### src/rtl/magic_seq.sv
// Streams in a 3x3 grid of digits and checks it for the magic-square property.
// One shared 3-input adder sums one line per cycle, and a registered compare stage follows the adder.
module magic_seq (
   input  logic       clock,
   input  logic       reset_L,
   input  logic       in_valid,
   input  logic [3:0] digit_in,
   output logic       in_ready,
   input  logic       clear,
   output logic       result_valid,
   input  logic       result_ack,
   output logic       is_magic,
   output logic       unique_ok,
   output logic [4:0] magic_constant,
   output logic [3:0] bad_line
);

   typedef enum logic [1:0] {S_LOAD, S_CHECK, S_DONE} state_e;

   localparam logic [3:0] NO_BAD = 4'hF;

   state_e      state_q;
   logic [3:0]  cnt_q;
   logic [8:0]  seen_q;
   logic [2:0]  line_q;
   logic [3:0]  cell_q [9];
   logic [4:0]  sum_q;
   logic [2:0]  sum_idx_q;
   logic        sum_vld_q;
   logic        unique_q;
   logic [3:0]  bad_line_q;
   logic [4:0]  magic_q;
   logic        is_magic_q;
   logic        result_valid_q;
   logic        in_ready_q;

   logic [3:0]  idx_a, idx_b, idx_c;
   logic [5:0]  raw_sum;
   logic [4:0]  line_sum;
   logic [3:0]  digit_idx;
   logic [8:0]  digit_mask;
   logic        digit_bad;
   logic        seen_hit;
   logic        mismatch;
   logic        last_cmp;
   logic [3:0]  bad_line_d;

   // Cell triplet for the line currently being summed: rows, columns, then both diagonals.
   always_comb begin
      idx_a = 4'd2; idx_b = 4'd4; idx_c = 4'd6;
      case (line_q)
         3'd0: begin idx_a = 4'd0; idx_b = 4'd1; idx_c = 4'd2; end
         3'd1: begin idx_a = 4'd3; idx_b = 4'd4; idx_c = 4'd5; end
         3'd2: begin idx_a = 4'd6; idx_b = 4'd7; idx_c = 4'd8; end
         3'd3: begin idx_a = 4'd0; idx_b = 4'd3; idx_c = 4'd6; end
         3'd4: begin idx_a = 4'd1; idx_b = 4'd4; idx_c = 4'd7; end
         3'd5: begin idx_a = 4'd2; idx_b = 4'd5; idx_c = 4'd8; end
         3'd6: begin idx_a = 4'd0; idx_b = 4'd4; idx_c = 4'd8; end
         default: begin idx_a = 4'd2; idx_b = 4'd4; idx_c = 4'd6; end
      endcase
   end

   assign raw_sum  = {2'b00, cell_q[idx_a]} + {2'b00, cell_q[idx_b]} + {2'b00, cell_q[idx_c]};
   assign line_sum = (raw_sum > 6'd31) ? 5'd31 : raw_sum[4:0];

   assign digit_bad  = (digit_in == 4'd0) || (digit_in > 4'd9);
   assign digit_idx  = digit_in - 4'd1;
   assign digit_mask = 9'd1 << digit_idx;
   assign seen_hit   = |(seen_q & digit_mask);

   assign mismatch   = sum_vld_q && (sum_idx_q != 3'd0) && (sum_q != magic_q);
   assign bad_line_d = (mismatch && bad_line_q == NO_BAD) ? {1'b0, sum_idx_q} : bad_line_q;
   assign last_cmp   = sum_vld_q && (sum_idx_q == 3'd7);

   // NOTE: the grid storage is plain data qualified by cnt_q, so it is left out of the reset.
   always_ff @(posedge clock) begin
      if (state_q == S_LOAD && in_valid && !clear) begin
         cell_q[cnt_q] <= digit_in;
      end
   end

   always_ff @(posedge clock or negedge reset_L) begin
      if (!reset_L) begin
         state_q        <= S_LOAD;
         cnt_q          <= 4'd0;
         seen_q         <= 9'd0;
         line_q         <= 3'd0;
         sum_q          <= 5'd0;
         sum_idx_q      <= 3'd0;
         sum_vld_q      <= 1'b0;
         unique_q       <= 1'b1;
         bad_line_q     <= NO_BAD;
         magic_q        <= 5'd0;
         is_magic_q     <= 1'b0;
         result_valid_q <= 1'b0;
         in_ready_q     <= 1'b1;
      end else if (clear) begin
         state_q        <= S_LOAD;
         cnt_q          <= 4'd0;
         seen_q         <= 9'd0;
         line_q         <= 3'd0;
         sum_vld_q      <= 1'b0;
         unique_q       <= 1'b1;
         bad_line_q     <= NO_BAD;
         is_magic_q     <= 1'b0;
         result_valid_q <= 1'b0;
         in_ready_q     <= 1'b1;
      end else begin
         if (sum_vld_q) begin
            if (sum_idx_q == 3'd0) magic_q <= sum_q;
            bad_line_q <= bad_line_d;
         end
         case (state_q)
            S_LOAD: begin
               if (in_valid) begin
                  if (digit_bad || seen_hit) unique_q <= 1'b0;
                  else                       seen_q   <= seen_q | digit_mask;
                  if (cnt_q == 4'd8) begin
                     cnt_q      <= 4'd0;
                     line_q     <= 3'd0;
                     state_q    <= S_CHECK;
                     in_ready_q <= 1'b0;
                  end else begin
                     cnt_q <= cnt_q + 4'd1;
                  end
               end
            end
            S_CHECK: begin
               sum_q     <= line_sum;
               sum_idx_q <= line_q;
               sum_vld_q <= 1'b1;
               line_q    <= line_q + 3'd1;
               if (line_q == 3'd7) state_q <= S_DONE;
            end
            default: begin
               // First DONE cycle still drains line 7 from the compare stage; the ack is honoured only once the result is up.
               sum_vld_q <= 1'b0;
               if (last_cmp) begin
                  result_valid_q <= 1'b1;
                  is_magic_q     <= unique_q && (bad_line_d == NO_BAD);
               end
               if (result_valid_q && result_ack) begin
                  state_q        <= S_LOAD;
                  cnt_q          <= 4'd0;
                  seen_q         <= 9'd0;
                  unique_q       <= 1'b1;
                  bad_line_q     <= NO_BAD;
                  is_magic_q     <= 1'b0;
                  result_valid_q <= 1'b0;
                  in_ready_q     <= 1'b1;
               end
            end
         endcase
      end
   end

   assign in_ready       = in_ready_q;
   assign result_valid   = result_valid_q;
   assign is_magic       = is_magic_q;
   assign unique_ok      = unique_q;
   assign magic_constant = magic_q;
   assign bad_line       = bad_line_q;

endmodule

### config.mk
export PLATFORM = sky130hd
export DESIGN_NAME = magic_seq
export DESIGN_NICKNAME = d
export VERILOG_FILES = /design/src/rtl/magic_seq.sv
export SDC_FILE = /design/constraint.sdc
export NUM_CORES = 1
export LEC_CHECK = 0
export CAP_MARGIN = 5
export CORE_MARGIN = 3
export CORE_UTILIZATION = 30
export DETAILED_ROUTE_END_ITERATION = 8
export HOLD_SLACK_MARGIN = 0.1
export PLACE_DENSITY_LB_ADDON = 0.1
export SLEW_MARGIN = 20
export SYNTH_ARGS = -nofsm -noshare
export SYNTH_HDL_FRONTEND = slang
export SYNTH_SLANG_ARGS = --single-unit
### constraint.sdc
create_clock -name clock -period 13.06 [get_ports clock]
set_clock_uncertainty 0.2 [all_clocks]
set_input_delay 1.959 -clock clock [delete_from_list [all_inputs] [get_ports clock]]
set_output_delay 1.959 -clock clock [all_outputs]
set_load 0.02 [all_outputs]
==> results.md <==
- Run status: finished, final reports clean
- Via Count: a little under 3000
- Clock power frac: 0.433
- Worst path arrival time: about 5 ns
- Antenna Nets Post-Route: 0
- CTS Buf Count: 9
- Endpoint of the lowest-slack register-to-register path: sum_q[4]$_DFFE_PN0P_
- Number of flops mapped to enable cells by yosys: 36
- Die span in x: 124 um
- Post-CTS setup repair buffer count: 0
- Cell Int Power: 0.437 mW
- Most frequent cells in the layout: 36 x sky130_fd_sc_hd__edfxtp_1, 34 x sky130_fd_sc_hd__dfrtp_1, 30 x sky130_fd_sc_hd__nor2_1
- Setup repair after global routing missed its margin: false
- DPL Wire Length: 7030 um
- Prevailing post-synth register cell: sky130_fd_sc_hd__edfxtp_1
- Launch point of the critical path: digit_in[0]
- Syn Inst Count: around 360
- Number of placement rows: 42
- Total Negative Setup Slacks: 0 ns
- Total nets after synthesis: 388
- Switching Share: 0.236
- Nature of the critical path endpoint: flip-flop
- Peak VDD IR: approximately 0.048 mV
- Routability congestion estimate: between 0.7 and 0.8
- Combinational fraction of design power: 0.096
- Final clock period utilization by the worst path: 0.369
- CP Depth: 8
- Die Span Y: around 120 um
- Kind of launch point of the worst setup path: primary input
- Critical path's most frequent cell: sky130_fd_sc_hd__nor2_1
- Dpl ws: around 8 ns
- Routed wire length per instance: about 17 um
- Required time of the critical path: 13.14 ns
- CTS clk-pin slew, worst paths: approximately 0.060 ns
- Count of nets after finishing: about 400
- Number of max-slew violations in the final report: 0
- Clock Tree Root: sky130_fd_sc_hd__clkbuf_16
- Remaining global-route overflow: 0
- Total power per unit cell area: between 100 and 150 mW/mm^2
- Vias in the first global route: ~2800
- Power after layout: 0.572 mW
- TritonCTS clock tree: done
- Net switching power: 0.135 mW
- Worst relative slew slack: 0.389
- Final core occ: 0.364
- Signed area change from the synthesized netlist to the final layout: 16.8%
- CP Cell Sequence: clkdlybuf4s50_1 > nor2_1 > ha_1 > mux2_1 > a311oi_1 > nor2_1 > nor4_4 > a22o_1
- CTS sink count: 76
- Avg Cell Area, Syn: ~12 sq um
- Most frequent standard cell in the layout excluding fill and tap cells: sky130_fd_sc_hd__edfxtp_1
- Proportion of synthesized chip area in sequential cells: 0.501
- Io pins: 22
- Worst R2R Setup Slack: around 8.5 ns
- # diodes: 0
- Leakage: between 1.5 and 2 nW
- Die footprint: around 0.015 sq mm
- Post-synthesis sequential element count: 76
- Number of hold-repair buffers added at the cts stage: 0
- Clock latency at the later pin of the worst-skew pair: around 0.34 ns
- Number of buffers added on ports: 21
- Critical path fanouts, max: 22
- Max frequency: 207 MHz
- Slew at the pin with the worst max-slew slack: 0.916 ns
- Buf+Inv Stages, Crit Path: 1
- Per-cell via count in the routed design: ~5.1
- Class of the worst hold path: reg -> reg
- Cells on worst reg2reg path: 14
- Number of antenna violations at the first check in global routing: 0
- Total setup violations reported at the end of the flow: 0
- Total core area: 0.0134 sq mm
- Capturing element of the worst setup path: seen_q[0]$_DFFE_PN0P_
- Starting utilization of the core area: 0.311
- Number of buffers on the longest clock path: 2
- Post-Synthesis Cell Area: around 0.0042 sq mm
- Max cap viols: 0
- Largest stage delay on the critical path: 0.91 ns
- Share of final-layout standard cells stronger than drive strength 1: 0.149
- Synthesis warning total: 0
- Final hold slack: about 0.27 ns
- Top cell family by delay on the critical path: buffers and inverters
- Number of unique standard cell types used by synthesis: about 60
- Crit-path slowest cell: sky130_fd_sc_hd__clkdlybuf4s50_1
- Cts repair resizes: 0
- Share of flip-flops with an asynchronous set or reset: 0.526
- Post-route DRC violation count: 0
- Minimum setup slack in the final design: 8.24 ns
- First-pass GRT wire length: ~16000 um
- Maximum number of pins on one net before global-route repair: 41
- Detailed Routing Iterations Pass 1: 4
- Crit Path Category: in -> reg
- H-tree depth: 3
- Final critical delay including setup and external delays: 4.82 ns
- Final WL: 9800 um
- Reg2Reg Launch Point: line_q[0]$_DFFE_PN0P_
- Overall fraction of global-route tracks in use: 0.138
- Drt first-iter violations: around 190
- Flop pwr share: 0.471
- Count of final hold-check violations: 0
-- worst min-delay path by stage --
stage | start | to | slack [ns] | depth (start not counted)
finish | bad_line[3]$_DFF_PN1_ | bad_line[3]$_DFF_PN1_ | 0.27 | 2
global placement | bad_line[3]$_DFF_PN1_ | bad_line[3]$_DFF_PN1_ | 0.26 | 2
CTS | bad_line[3]$_DFF_PN1_ | bad_line[3]$_DFF_PN1_ | 0.28 | 2
floorplan | seen_q[8]$_DFFE_PN0P_ | seen_q[8]$_DFFE_PN0P_ | 0.25 | 2
detailed placement | bad_line[3]$_DFF_PN1_ | bad_line[3]$_DFF_PN1_ | 0.27 | 2
global route | seen_q[2]$_DFFE_PN0P_ | seen_q[2]$_DFFE_PN0P_ | 0.31 | 1
-- per-layer routing --
| metal | GRT usage | up-vias | wire, um |
|---|---|---|---|
| met1 | 0.194 | 1438 | 4890 |
| met2 | 0.209 | 53 | 4400 |
| met3 | 0.0341 | 9 | 381 |
| li1 | - | 1399 | - |
| met5 | 0 | - | 0 |
| met4 | 0.0431 | 0 | 131 |
-- layout make-up --
class,count,area (sq um)
Timing Repair Buffer,26,243
Tap cell,176,220
Fill cell,1348,8530
Multi-Input combinational cell,257,1970
Sequential cell,76,2090
Inverter,13,48.8
Clock buffer,13,282
Clock inverter,3,18.8
-- registers in the layout, indices dropped and copies added (netlist names) --
signal          cells
bad_line            4
cell_q             36
cnt_q               4
in_ready            1
is_magic            1
line_q              3
magic_constant      5
result_valid        1
seen_q              9
state_q             2
sum_idx_q           3
sum_q               5
sum_vld_q           1
unique_ok           1
-- logic make-up (layout without fill, tap and decap cells) --
kind of cell    count (synthesis)  count (layout)  share of synthesized area
simple gates                  102             102                      0.137
fa+ha+maj                      20              20                     0.0690
flops                          76              76                      0.501
xor+xnor                        6               6                     0.0126
mux                            38              38                      0.103
compound gates                 91              91                      0.151
buf+inv                        26              55                     0.0267
-- stage by stage --
stage,instance area (sq um),instances
floorplan,4170,359
CTS,4870,564
finish,4870,564
detailed placement,4570,548
global placement,4570,548
global route,4870,564
-- worst register-to-register path, stage by stage (launching register included) --
cell	delay, ns
sky130_fd_sc_hd__dfrtp_1	0.49
sky130_fd_sc_hd__inv_1	0.13
sky130_fd_sc_hd__ha_1	0.42
sky130_fd_sc_hd__nor2_1	0.08
sky130_fd_sc_hd__a2bb2oi_1	0.17
sky130_fd_sc_hd__buf_4	0.22
sky130_fd_sc_hd__nor2b_1	0.39
sky130_fd_sc_hd__a221oi_1	0.14
sky130_fd_sc_hd__o21ai_0	0.31
sky130_fd_sc_hd__fa_1	0.48
sky130_fd_sc_hd__ha_1	0.24
sky130_fd_sc_hd__fa_1	0.43
sky130_fd_sc_hd__or4_1	0.48
sky130_fd_sc_hd__a21oi_1	0.16
sky130_fd_sc_hd__a21oi_1	0.08
-- power groups by stage --
stage	logic [mW]	registers, mW	clock network [mW]
finish	0.0550	0.269	0.248
global route	0.0612	0.271	0.265
CTS	0.0559	0.269	0.256
detailed placement	0.0558	0.274	0
global placement	0.0553	0.274	0
floorplan	0.0297	0.276	0
-- synth_stat cells, types with 3 or more instances --
cell                       count  area share
sky130_fd_sc_hd__a211oi_1      3      0.0054
sky130_fd_sc_hd__a21oi_1      18       0.022
sky130_fd_sc_hd__a221oi_1      4      0.0084
sky130_fd_sc_hd__a22o_1        5       0.010
sky130_fd_sc_hd__a22oi_1       3      0.0054
sky130_fd_sc_hd__a32o_1        4      0.0096
sky130_fd_sc_hd__and2_1        8       0.012
sky130_fd_sc_hd__and3b_1       4      0.0084
sky130_fd_sc_hd__buf_2        11       0.013
sky130_fd_sc_hd__dfrtp_1      34        0.20
sky130_fd_sc_hd__dfstp_2       6       0.038
sky130_fd_sc_hd__edfxtp_1     36        0.26
sky130_fd_sc_hd__fa_1          5       0.024
sky130_fd_sc_hd__ha_1         15       0.045
sky130_fd_sc_hd__inv_1        13       0.012
sky130_fd_sc_hd__mux2_2       19       0.051
sky130_fd_sc_hd__mux2i_1      16       0.038
sky130_fd_sc_hd__nand2_1      20       0.018
sky130_fd_sc_hd__nand3_1       6      0.0072
sky130_fd_sc_hd__nand3b_1      3      0.0054
sky130_fd_sc_hd__nor2_1       30       0.027
sky130_fd_sc_hd__nor2b_1       6      0.0090
sky130_fd_sc_hd__nor3_1        4      0.0048
sky130_fd_sc_hd__o211ai_1      5      0.0090
sky130_fd_sc_hd__o21ai_0      27       0.032
sky130_fd_sc_hd__o22a_1        4      0.0084
sky130_fd_sc_hd__o31ai_1       5      0.0090
sky130_fd_sc_hd__xnor2_1       3      0.0063
sky130_fd_sc_hd__xor2_1        3      0.0063
(Power assumes the default switching activity.)
